==> src/rtl/mixed_precision_unpacker.sv <==
// Streaming decoder that expands per-token INT4/INT8/FP16 packed V words into
// one zero-extended element per handshake for the attention MULV datapath.
module mixed_precision_unpacker #(
    parameter  int DATA_WIDTH = 16,
    parameter  int L          = 8,
    parameter  int E          = 8,
    parameter  int IN_W       = 32,
    localparam int TOK_W      = (L > 1) ? $clog2(L) : 1
) (
    input  logic                  clk,
    input  logic                  rst_n,
    input  logic                  start,
    output logic                  done,
    input  logic                  prec_valid,
    output logic                  prec_ready,
    input  logic [3:0]            prec_code,
    input  logic                  in_valid,
    output logic                  in_ready,
    input  logic [IN_W-1:0]       in_data,
    output logic                  out_valid,
    input  logic                  out_ready,
    output logic [DATA_WIDTH-1:0] out_data,
    output logic                  out_last,
    output logic [TOK_W-1:0]      out_token,
    output logic                  prec_err
);

    localparam int EL_W = (E > 1) ? $clog2(E) : 1;
    localparam int BL_W = $clog2(IN_W + 1);

    typedef enum logic [2:0] {
        S_IDLE,
        S_PREC,
        S_FETCH,
        S_EMIT,
        S_DONE
    } state_e;

    state_e            state_q;
    logic [IN_W-1:0]   word_q;
    logic [BL_W-1:0]   bits_left_q;
    logic [BL_W-1:0]   w_q;
    logic [EL_W-1:0]   elem_q;
    logic [TOK_W-1:0]  token_q;
    logic              prec_err_q;

    logic elem_end;
    logic token_end;

    assign elem_end  = (elem_q == EL_W'(E - 1));
    assign token_end = (token_q == TOK_W'(L - 1));

    // NOTE: every register is sequential state and uses <=; the async reset
    // clears all of them, including the word register, so outputs read 0.
    always_ff @(posedge clk or negedge rst_n) begin
        if (!rst_n) begin
            state_q     <= S_IDLE;
            word_q      <= '0;
            bits_left_q <= '0;
            w_q         <= '0;
            elem_q      <= '0;
            token_q     <= '0;
            prec_err_q  <= 1'b0;
        end else begin
            case (state_q)
                S_IDLE: begin
                    if (start) begin
                        token_q    <= '0;
                        prec_err_q <= 1'b0;
                        state_q    <= S_PREC;
                    end
                end
                S_PREC: begin
                    if (prec_valid) begin
                        case (prec_code)
                            4'd0:    w_q <= BL_W'(4);
                            4'd1:    w_q <= BL_W'(8);
                            default: w_q <= BL_W'(16);
                        endcase
                        prec_err_q <= prec_err_q | (prec_code > 4'd2);
                        elem_q     <= '0;
                        state_q    <= S_FETCH;
                    end
                end
                S_FETCH: begin
                    if (in_valid) begin
                        word_q      <= in_data;
                        bits_left_q <= BL_W'(IN_W);
                        state_q     <= S_EMIT;
                    end
                end
                S_EMIT: begin
                    if (out_ready) begin
                        if (elem_end && token_end) begin
                            state_q <= S_DONE;
                        end else if (elem_end) begin
                            // Leftover bits in the word are dropped; next token is word-aligned.
                            token_q <= token_q + 1'b1;
                            state_q <= S_PREC;
                        end else begin
                            elem_q      <= elem_q + 1'b1;
                            word_q      <= word_q >> w_q;
                            bits_left_q <= bits_left_q - w_q;
                            if (bits_left_q == w_q) begin
                                state_q <= S_FETCH;
                            end
                        end
                    end
                end
                S_DONE:  state_q <= S_IDLE;
                default: state_q <= S_IDLE;
            endcase
        end
    end

    assign prec_ready = (state_q == S_PREC);
    assign in_ready   = (state_q == S_FETCH);
    assign out_valid  = (state_q == S_EMIT);
    assign done       = (state_q == S_DONE);
    assign out_last   = (state_q == S_EMIT) && elem_end;
    assign out_token  = token_q;
    assign prec_err   = prec_err_q;

    always_comb begin
        case (w_q)
            BL_W'(4):  out_data = DATA_WIDTH'(word_q[3:0]);
            BL_W'(8):  out_data = DATA_WIDTH'(word_q[7:0]);
            default:   out_data = word_q[DATA_WIDTH-1:0];
        endcase
    end

endmodule

==> config.mk <==
export PLATFORM = sky130hd
export DESIGN_NAME = mixed_precision_unpacker
export DESIGN_NICKNAME = d
export VERILOG_FILES = /design/src/rtl/mixed_precision_unpacker.sv
export SDC_FILE = /design/constraint.sdc
export NUM_CORES = 1
export LEC_CHECK = 0
export ABC_AREA = 1
export ABC_CLOCK_PERIOD_IN_PS = 1570
export CORE_ASPECT_RATIO = 2
export CORE_UTILIZATION = 49
export CTS_BUF_LIST = sky130_fd_sc_hd__clkbuf_4
export DETAILED_ROUTE_END_ITERATION = 10
export HOLD_SLACK_MARGIN = 0.08
export PLACE_DENSITY = 0.87
export REMOVE_ABC_BUFFERS = 1
export SYNTH_ARGS = -nofsm -noshare
export SYNTH_HDL_FRONTEND = slang
export SYNTH_SLANG_ARGS = --single-unit
==> constraint.sdc <==
create_clock -name clk -period 1.57 [get_ports clk]
set_input_delay 0.314 -clock clk [delete_from_list [all_inputs] [get_ports clk]]
set_output_delay 0.314 -clock clk [all_outputs]
set_load 0.1 [all_outputs]
Word-level counts from Yosys, hierarchy flattened
Cells that the tools add are included.
{"block": "word_totals", "register_bits": 54, "input_bits": 42, "out_inout_bits": 25, "wordCells": 78}
{"block": "classes", "add_sub_neg": 3, "magnitude_cmp": 1, "eq_ne": 18, "n_shift": 1, "muxes": 33, "bitwise_logic": 1, "reduce_logical": 14}
{"cell": "$mux W32", "n": 4}
{"cell": "$pmux W32 S2", "n": 1}
{"cell": "$mux W3", "n": 15}
{"cell": "$pmux W16 S2", "n": 1}
{"cell": "$shr A32 B6 Y32", "n": 1}
{"cell": "$mux W6", "n": 4}
{"cell": "$reduce_and A5 Y1", "n": 4}
{"cell": "$pmux W3 S2", "n": 2}
{"cell": "$pmux W3 S4", "n": 1}
{"cell": "$pmux W6 S2", "n": 1}
{"cell": "$ne A2 B2 Y1 const B", "n": 5}
{"cell": "$pmux W5 S2", "n": 1}
{"cell": "$eq A3 B3 Y1 const B", "n": 3}
{"cell": "$reduce_bool A2 Y1", "n": 4}
{"cell": "$add A3 B1 Y3 const B", "n": 2}
{"cell": "$eq A3 B2 Y1 const B", "n": 2}
{"cell": "$eq A6 B3 Y1 const B", "n": 1}
{"cell": "$eq A6 B4 Y1 const B", "n": 1}
{"cell": "$eq A6 B6 Y1", "n": 1}
{"cell": "$sub A6 B6 Y6", "n": 1}
{"cell": "$eq A4 B1 Y1 const B", "n": 1}
{"cell": "$gt A4 B2 Y1 const B", "n": 1}
{"cell": "$logic_not A4 Y1", "n": 1}
{"cell": "$ne A2 B1 Y1 const B", "n": 2}
{"cell": "other kinds (9)", "n": 11}

Logic depth before layout (Yosys ltp)
Gate-level depths: netlist of run 1.
{"block": "depth", "word_depth": 6, "mapped_depth": 12, "ltp_nobuf": 10}

Least setup slack after synthesis of run 1
Ideal clock, no wire load.
{"block": "synth_timing", "kind": "flip-flop to output port", "from": "register state_q[1]", "to": "output port done", "arrival_time_ps": 2582, "required_time_ps": 1256, "slack_ps": -1326, "stages_incl_launch_ff": 3, "path_buffers": 1, "cell_sequence": "dfrtp_1 -> buf_4 -> nor3_1"}
{"block": "synth_via", "elab_chain_len": 1}
{"element": "from (decl)", "line_no": "39", "rtl": "state_e state_q;"}
{"element": "from (signal assigned)", "line_no": "57", "rtl": "state_q <= S_IDLE;"}
{"element": "from (signal assigned)", "line_no": "70", "rtl": "state_q <= S_PREC;"}
{"element": "from (signal assigned)", "line_no": "82", "rtl": "state_q <= S_FETCH;"}
{"element": "$eq A3 B3 Y1", "line_no": "119", "rtl": "assign done = (state_q == S_DONE);"}
{"element": "to (decl)", "line_no": "13", "rtl": "output logic done,"}
Every way passes these cells.

Final worst setup path of run 1
{"block": "layout_timing", "from": "register w_q[3]", "to": "output port out_data[12]"}
{"block": "layout_via", "elab_chain_len": 2, "word_cells_on_any_way": 3, "cone_classes": "eq/ne: 2; mux: 1"}
{"element": "from (decl)", "line_no": "42", "rtl": "logic [BL_W-1:0] w_q;"}
{"element": "from (signal assigned)", "line_no": "60", "rtl": "w_q <= '0;"}
{"element": "from (signal assigned)", "line_no": "76", "rtl": "4'd0: w_q <= BL_W'(4);"}
{"element": "from (signal assigned)", "line_no": "77", "rtl": "4'd1: w_q <= BL_W'(8);"}
{"element": "$eq A6 B4 Y1 / $eq A6 B3 Y1 (equally long branches)", "line_no": "125", "rtl": "case (w_q)"}
{"element": "$pmux W16 S2 (*)", "line_no": "125"}
{"element": "to (decl)", "line_no": "22", "rtl": "output logic [DATA_WIDTH-1:0] out_data,"}
Every way passes the cells marked *; elsewhere a longest branch is shown, timed or not.

==> impl_metrics.yaml, run 1 <==
run_status:
  status: "finished with violations"
  violations: "negative setup slack"
placement:
  port-buffer-count: 66
  dpl.hpwl_um: 8456
  placed_cells: 732
  gp_congestion: 0.9083
  dp_slack_ns: -0.1591
drt:
  routed_wl_um: 18840
  drtPass1Iterations: 9
  routed_via_density: 6.591
  antenna_left: 0
  drt-initial-drc-count: 1109
  vias: 5200
  wl_per_cell_um: 23.88
  route.detailed.drc: 0
global_route:
  grt_overflow: 0
  antenna_found_initial: 0
  grt_pass1_wl_um: 24360
  grt_pass1_vias: 4888
  grt_max_degree: 30
  grt_usage_pct: 42.02
critical_path:
  path_class: "reg2out"
  arrival_ns: 1.82
  setup.worst_path.end_class: "output pin"
  cp.required_ns: 1.26
  startpoint_type: "flip-flop"
  cp_max_fo: 4
timing:
  tns_ns: -18.41
  drv_slew: 0
  rsz0062_at_grt: "yes"
  min_period_ns: 2.135
  hold_violations: 0
  worst_slack_ns: -0.5653
  worst_pin_slew_ns: 0.4271
  finalCritPeriodShare_pct: 136.0
  fin_skew_ns: 0.02049
  setup_viol: 66
  maxSlewHeadroom_pct: 71.23
  max_freq_mhz: 468.3
  whs_ns: 0.3507
clocking:
  clock-sinks: 49
  cts_tree: "done"
  clock_path_buffers: 2
  insertion_delay_ns: 0.42
  clk_pin_slew_worst_paths_ns: 0.16
  root_buffer: "clkbuf_4"
  numCtsBuffers: 5
  htree_levels: 2
hold_path:
  min_path_type: "in2async"
floorplanning:
  fp-row-count: 44
  dieHeight_um: 123.8
  die_area_sq_um: 7792
  die_w_um: 62.92
  boundaryPins: 67
  initial_core_util_pct: 50.43
  coreArea_sq_um: 7212
yosys:
  synth_ff_type: "dfrtp_1"
  synth-simple-area-share_pct: 46.16
  synth-seq-cells: 49
  postSynthCellCount: 554
  synth_compound_area_share_pct: 5.986
  synthMuxAreaShare_pct: 0
  synth_cell_type_count: 38
  synth_edf_count: 0
  synth_top_family_by_area: "simple AND/OR/NAND/NOR gates"
  async_flop_share_pct: 100.0
  yosysSeqAreaShare_pct: 33.71
  syn_avg_cell_area_sq_um: 6.565
  ys.warnings.count: 0
  synthXorXnorAreaFrac_pct: 0.2408
  syn-cell-area_sq_um: 3637
  synth-adder-area-share_pct: 2.958
power_and_ir_drop:
  p_per_area_nw_per_um2: 2648
  vdd_drop_max_v: 0.001899
  p_leak_nw: 3.025
layout:
  fin_util_pct: 86.26
  fin_nets: 747
  fill_cells: 316
  fin_cells: 789
  area_delta_synth_final_pct: 71.04
  drive_gt1_share_pct: 39.74
  antenna_cells: 0
job:
  cap_viol_max_count: 0
cells by family after synthesis:
family,Yosys count
XOR/XNOR,1
AND/OR/NAND/NOR,371
AO/OA/AOI/OAI,40
adder cells (fa/ha/maj),8
flip-flops,49
buffers and inverters,85
timing repair:
item	4_1_cts	5_1_grt
buffers inserted	37	19
cloned	5	0
setup endpoints to repair	62	66
pin swaps	27	46
resized for setup	126	96
hold endpoints to repair	12	0
hold buffers	1	0
path summary, 6_finish.rpt:
path | endpoint | from | slack [ns] | depth (start not counted)
max | out_data[12] | w_q[3]$_DFFE_PN0P_ | -0.57 | 7
min | out_token[0]$_DFFE_PN0P_ | rst_n | 0.35 | 2
max reg2reg | word_q[9]$_DFFE_PN0P_ | w_q[2]$_DFFE_PN0P_ | -0.33 | 10
min reg2reg | word_q[14]$_DFFE_PN0P_ | word_q[14]$_DFFE_PN0P_ | 0.51 | 2
max in group asynchronous | word_q[20]$_DFFE_PN0P_ | rst_n | 0.69 | 3
min in group clk | word_q[31]$_DFFE_PN0P_ | in_data[31] | 0.50 | 3
state kept, by name, indices dropped and copies added, names as in the netlist:
register     count
word_q          32
bits_left_q      4
elem_q           3
out_token        3
state_q          3
w_q              3
prec_err         1
cell usage after synthesis (3+ instances only):
cell type,n,area (sq um)
nand2_1,202,758.2
nand3_1,77,385.4
nor2_1,50,187.7
dfrtp_1,49,1226
inv_1,47,176.4
o21ai_0,22,110.1
buf_2,17,85.08
nand4_1,9,56.30
or2_2,8,50.05
buf_4,7,52.55
ha_1,7,87.58
a21oi_1,6,30.03
inv_2,6,22.52
o21ai_1,5,25.02
buf_6,4,45.04
clkbuf_1,3,11.26
nor2_2,3,18.77
nor2_4,3,33.78
nor3_1,3,15.01
worst max-delay path, stage by stage, from the launching register on:
cell	delay [ns]
dfrtp_1	0.47
nor2_4	0.16
inv_2	0.07
nor2_4	0.15
o21bai_4	0.15
buf_6	0.17
nor2_2	0.06
buf_12	0.16
where the power goes:
part | leakage (nW) | total [mW] | switching (mW) | internal [mW]
clock network | 0.0292 | 0.654 | 0.473 | 0.181
registers | 0.615 | 2.49 | 0.652 | 1.84
logic | 2.38 | 13.3 | 8.18 | 5.15
metrics by stage:
stage | instance area [sq um] | power [mW]
CTS | 5809 | 14.32
floorplan | 3443 | 7.847
global placement | 4897 | 11.16
detailed placement | 4897 | 11.40
global route | 6221 | 17.15
finish | 6221 | 16.47
cell usage in the layout (no fill, tap or decap), drive strengths merged:
cell / n
bufbuf: 1
dfrtp: 49
nor3: 5
clkinv: 2
o211ai: 2
and2: 1
nand2: 205
nand3b: 2
ha: 7
a21oi: 6
or2: 10
o21bai: 1
fa: 1
inv: 53
dlygate4sd3: 1
o21ai: 27
nand4: 11
nor2: 57
o21a: 1
o22ai: 2
nand3: 80
buf: 125
xor2: 1
clkdlybuf4s50: 40
clkbuf: 6
a31oi: 1
layout make-up:
cell class              count  area [sq um]  share of cell area [%]
multi-input cells         420          2625                   42.20
repair buffers            167          1979                   31.82
flip-flops and latches     49          1230                   19.77
inverters                  54         222.7                   3.580
well taps                  92         115.1                   1.850
clock buffers               6         45.04                  0.7241
clock inverters             1         3.754                 0.06034
per-layer routing:
metal / routed length (um) / vias to the layer above / track usage, %
met5: 0 / - / 0
met4: 2460 / 0 / 39.24
met3: 2029 / 249 / 7.326
met2: 9010 / 571 / 73.59
met1: 5340 / 2336 / 41.36
li1: - / 2044 / -
Power figures use the tool's default switching activity.
==> run 2: changes to the inputs <==
--- a/config.mk
+++ b/config.mk
@@ -14,6 +14,7 @@
 export HOLD_SLACK_MARGIN = 0.08
 export PLACE_DENSITY = 0.87
 export REMOVE_ABC_BUFFERS = 1
+export SETUP_SLACK_MARGIN = 0.5
 export SYNTH_ARGS = -nofsm -noshare
 export SYNTH_HDL_FRONTEND = slang
 export SYNTH_SLANG_ARGS = --single-unit
==> run 2 against run 1 <==
  * Critical path depth stayed put
  * Non-clock buffer count is 13 higher
  * Combinational power is 5% higher
  * Worst hold slack worse by 0.020 ns
  * Register-to-register slack worse by 0.16 ns
  * Die area stayed put
  * The run still ends with negative setup slack left
  * Critical endpoint unchanged
  * Largest power group unchanged
  * Critical path type unchanged
==> impl_metrics.yaml, run 2 (synthesis gave the netlist of run 1 again) <==
drt:
  vias: 5424
  routed_wl_um: 21010
  drt-initial-drc-count: 1098
  wl_per_cell_um: 26.20
  drtPass1Iterations: 8
  antenna_left: 0
  routed_via_density: 6.763
  route.detailed.drc: 0
timing:
  min_period_ns: 2.110
  maxSlewHeadroom_pct: 69.81
  drv_slew: 0
  worst_slack_ns: -0.5401
  finalCritPeriodShare_pct: 134.4
  fin_skew_ns: 0.01227
  hold_violations: 0
  rsz0062_at_grt: "yes"
  max_freq_mhz: 473.9
  setup_viol: 66
  worst_pin_slew_ns: 0.4529
layout:
  largest_register_ff_count: 32
  final_common_cell: "nand2_1"
  fill_cells: 296
  area_delta_synth_final_pct: 74.85
  fin_area_sq_um: 6360
  fin_nets: 760
  top_regs: "word_q x32, bits_left_q x4"
  largest_register: "word_q"
  antenna_cells: 0
  mostFrequentLayoutCells: "nand2_1, buf_4, nand3_1, dfrtp_1, inv_1"
  drive_gt1_share_pct: 40.56
placement:
  placed_cell_area_sq_um: 4897
  gp_congestion: 0.9083
  port-buffer-count: 66
  dpl.hpwl_um: 8456
critical_path:
  cp.required_ns: 1.26
  path_class: "reg2out"
  arrival_ns: 1.80
  startpoint_type: "flip-flop"
  cp_max_fo: 4
  setup.worst_path.end_class: "output pin"
clocking:
  htree_levels: 2
  numCtsBuffers: 5
  root_buffer: "clkbuf_4"
  clock_path_buffers: 2
  insertion_delay_ns: 0.44
  clock-sinks: 49
  clk_pin_slew_worst_paths_ns: 0.17
  cts_tree: "done"
global_route:
  antenna_found_initial: 0
  grt_pass1_vias: 5032
  grt_max_degree: 30
  grt_pass1_wl_um: 24600
  grt_overflow: 0
  grt_usage_pct: 42.54
floorplanning:
  fp-row-count: 44
  boundaryPins: 67
  die_area_sq_um: 7792
  die_w_um: 62.92
  coreArea_sq_um: 7212
  initial_core_util_pct: 50.43
  dieHeight_um: 123.8
run_status:
  violations: "negative setup slack"
  status: "finished with violations"
power_and_ir_drop:
  p_leak_nw: 3.121
  p_per_area_nw_per_um2: 2717
  vdd_drop_max_v: 0.001772
  p_total_mw: 17.28
hold_path:
  min_path_type: "in2async"
job:
  cap_viol_max_count: 0
-- run 2: critical path, cell delays in order, from the launching register on --
cell	delay [ns]
dfrtp_2	0.49
buf_6	0.14
nor2_4	0.09
inv_2	0.06
o21bai_4	0.17
buf_6	0.18
nor2_2	0.06
buf_12	0.17
-- run 2: metal layers --
metal	vias to the layer above	share of wire (%)	GRT usage, %
li1	2075	-	-
met1	2386	28	40.33
met2	663	46	72.11
met3	300	12	9.341
met4	0	14	45.64
met5	-	0	0
-- run 2: path summary, 6_finish.rpt --
check	start	end	slack, ns	depth (start not counted)
max	w_q[4]$_DFFE_PN0P_	out_data[12]	-0.54	7
min	rst_n	word_q[25]$_DFFE_PN0P_	0.33	2
max reg2reg	w_q[2]$_DFFE_PN0P_	word_q[14]$_DFFE_PN0P_	-0.49	9
min reg2reg	word_q[4]$_DFFE_PN0P_	word_q[4]$_DFFE_PN0P_	0.54	2
max in group asynchronous	rst_n	state_q[0]$_DFFE_PN0P_	0.69	3
min in group clk	in_data[20]	word_q[20]$_DFFE_PN0P_	0.46	3
-- run 2: where the power goes --
part,internal [mW],leakage [nW],switching [mW]
clock network,0.181,0.0292,0.510
registers,1.83,0.614,0.708
logic,5.46,2.48,8.58
total,7.48,3.12,9.80
-- run 2: timing repair --
action	4_1_cts	5_1_grt
hold buffers	1	0
endpoints found under the hold margin	12	0
resized for setup	143	77
endpoints found under the setup margin	74	74
setup buffers	39	18
gates cloned	5	0
pin swaps	33	37
-- run 2: final cells by class --
cell class,instances,area [sq um],area share [%]
multi-input cells,420,2623,41.24
flip-flops and latches,49,1231,19.36
inverters,54,222.7,3.502
repair buffers,180,2120,33.33
clock buffers,6,45.04,0.7082
well taps,92,115.1,1.810
clock inverters,1,3.754,0.05902
-- run 2: stage by stage --
stage / setup TNS (ns) / setup WS (ns) / cells / util, % / hold WS (ns)
2_1_floorplan: -42.04 / -1.679 / 523 / - / 0.01841
6_report: -20.09 / -0.5401 / 802 / 88.19 / 0.3309
5_1_grt: -23.29 / -0.6080 / 802 / 88.19 / 0.3026
3_5_place_dp: -5.515 / -0.1591 / 732 / 67.90 / 0.2615
3_3_place_gp: -3.014 / -0.09802 / 732 / 67.90 / 0.2602
4_1_cts: -9.868 / -0.3936 / 784 / 81.64 / 0.3563
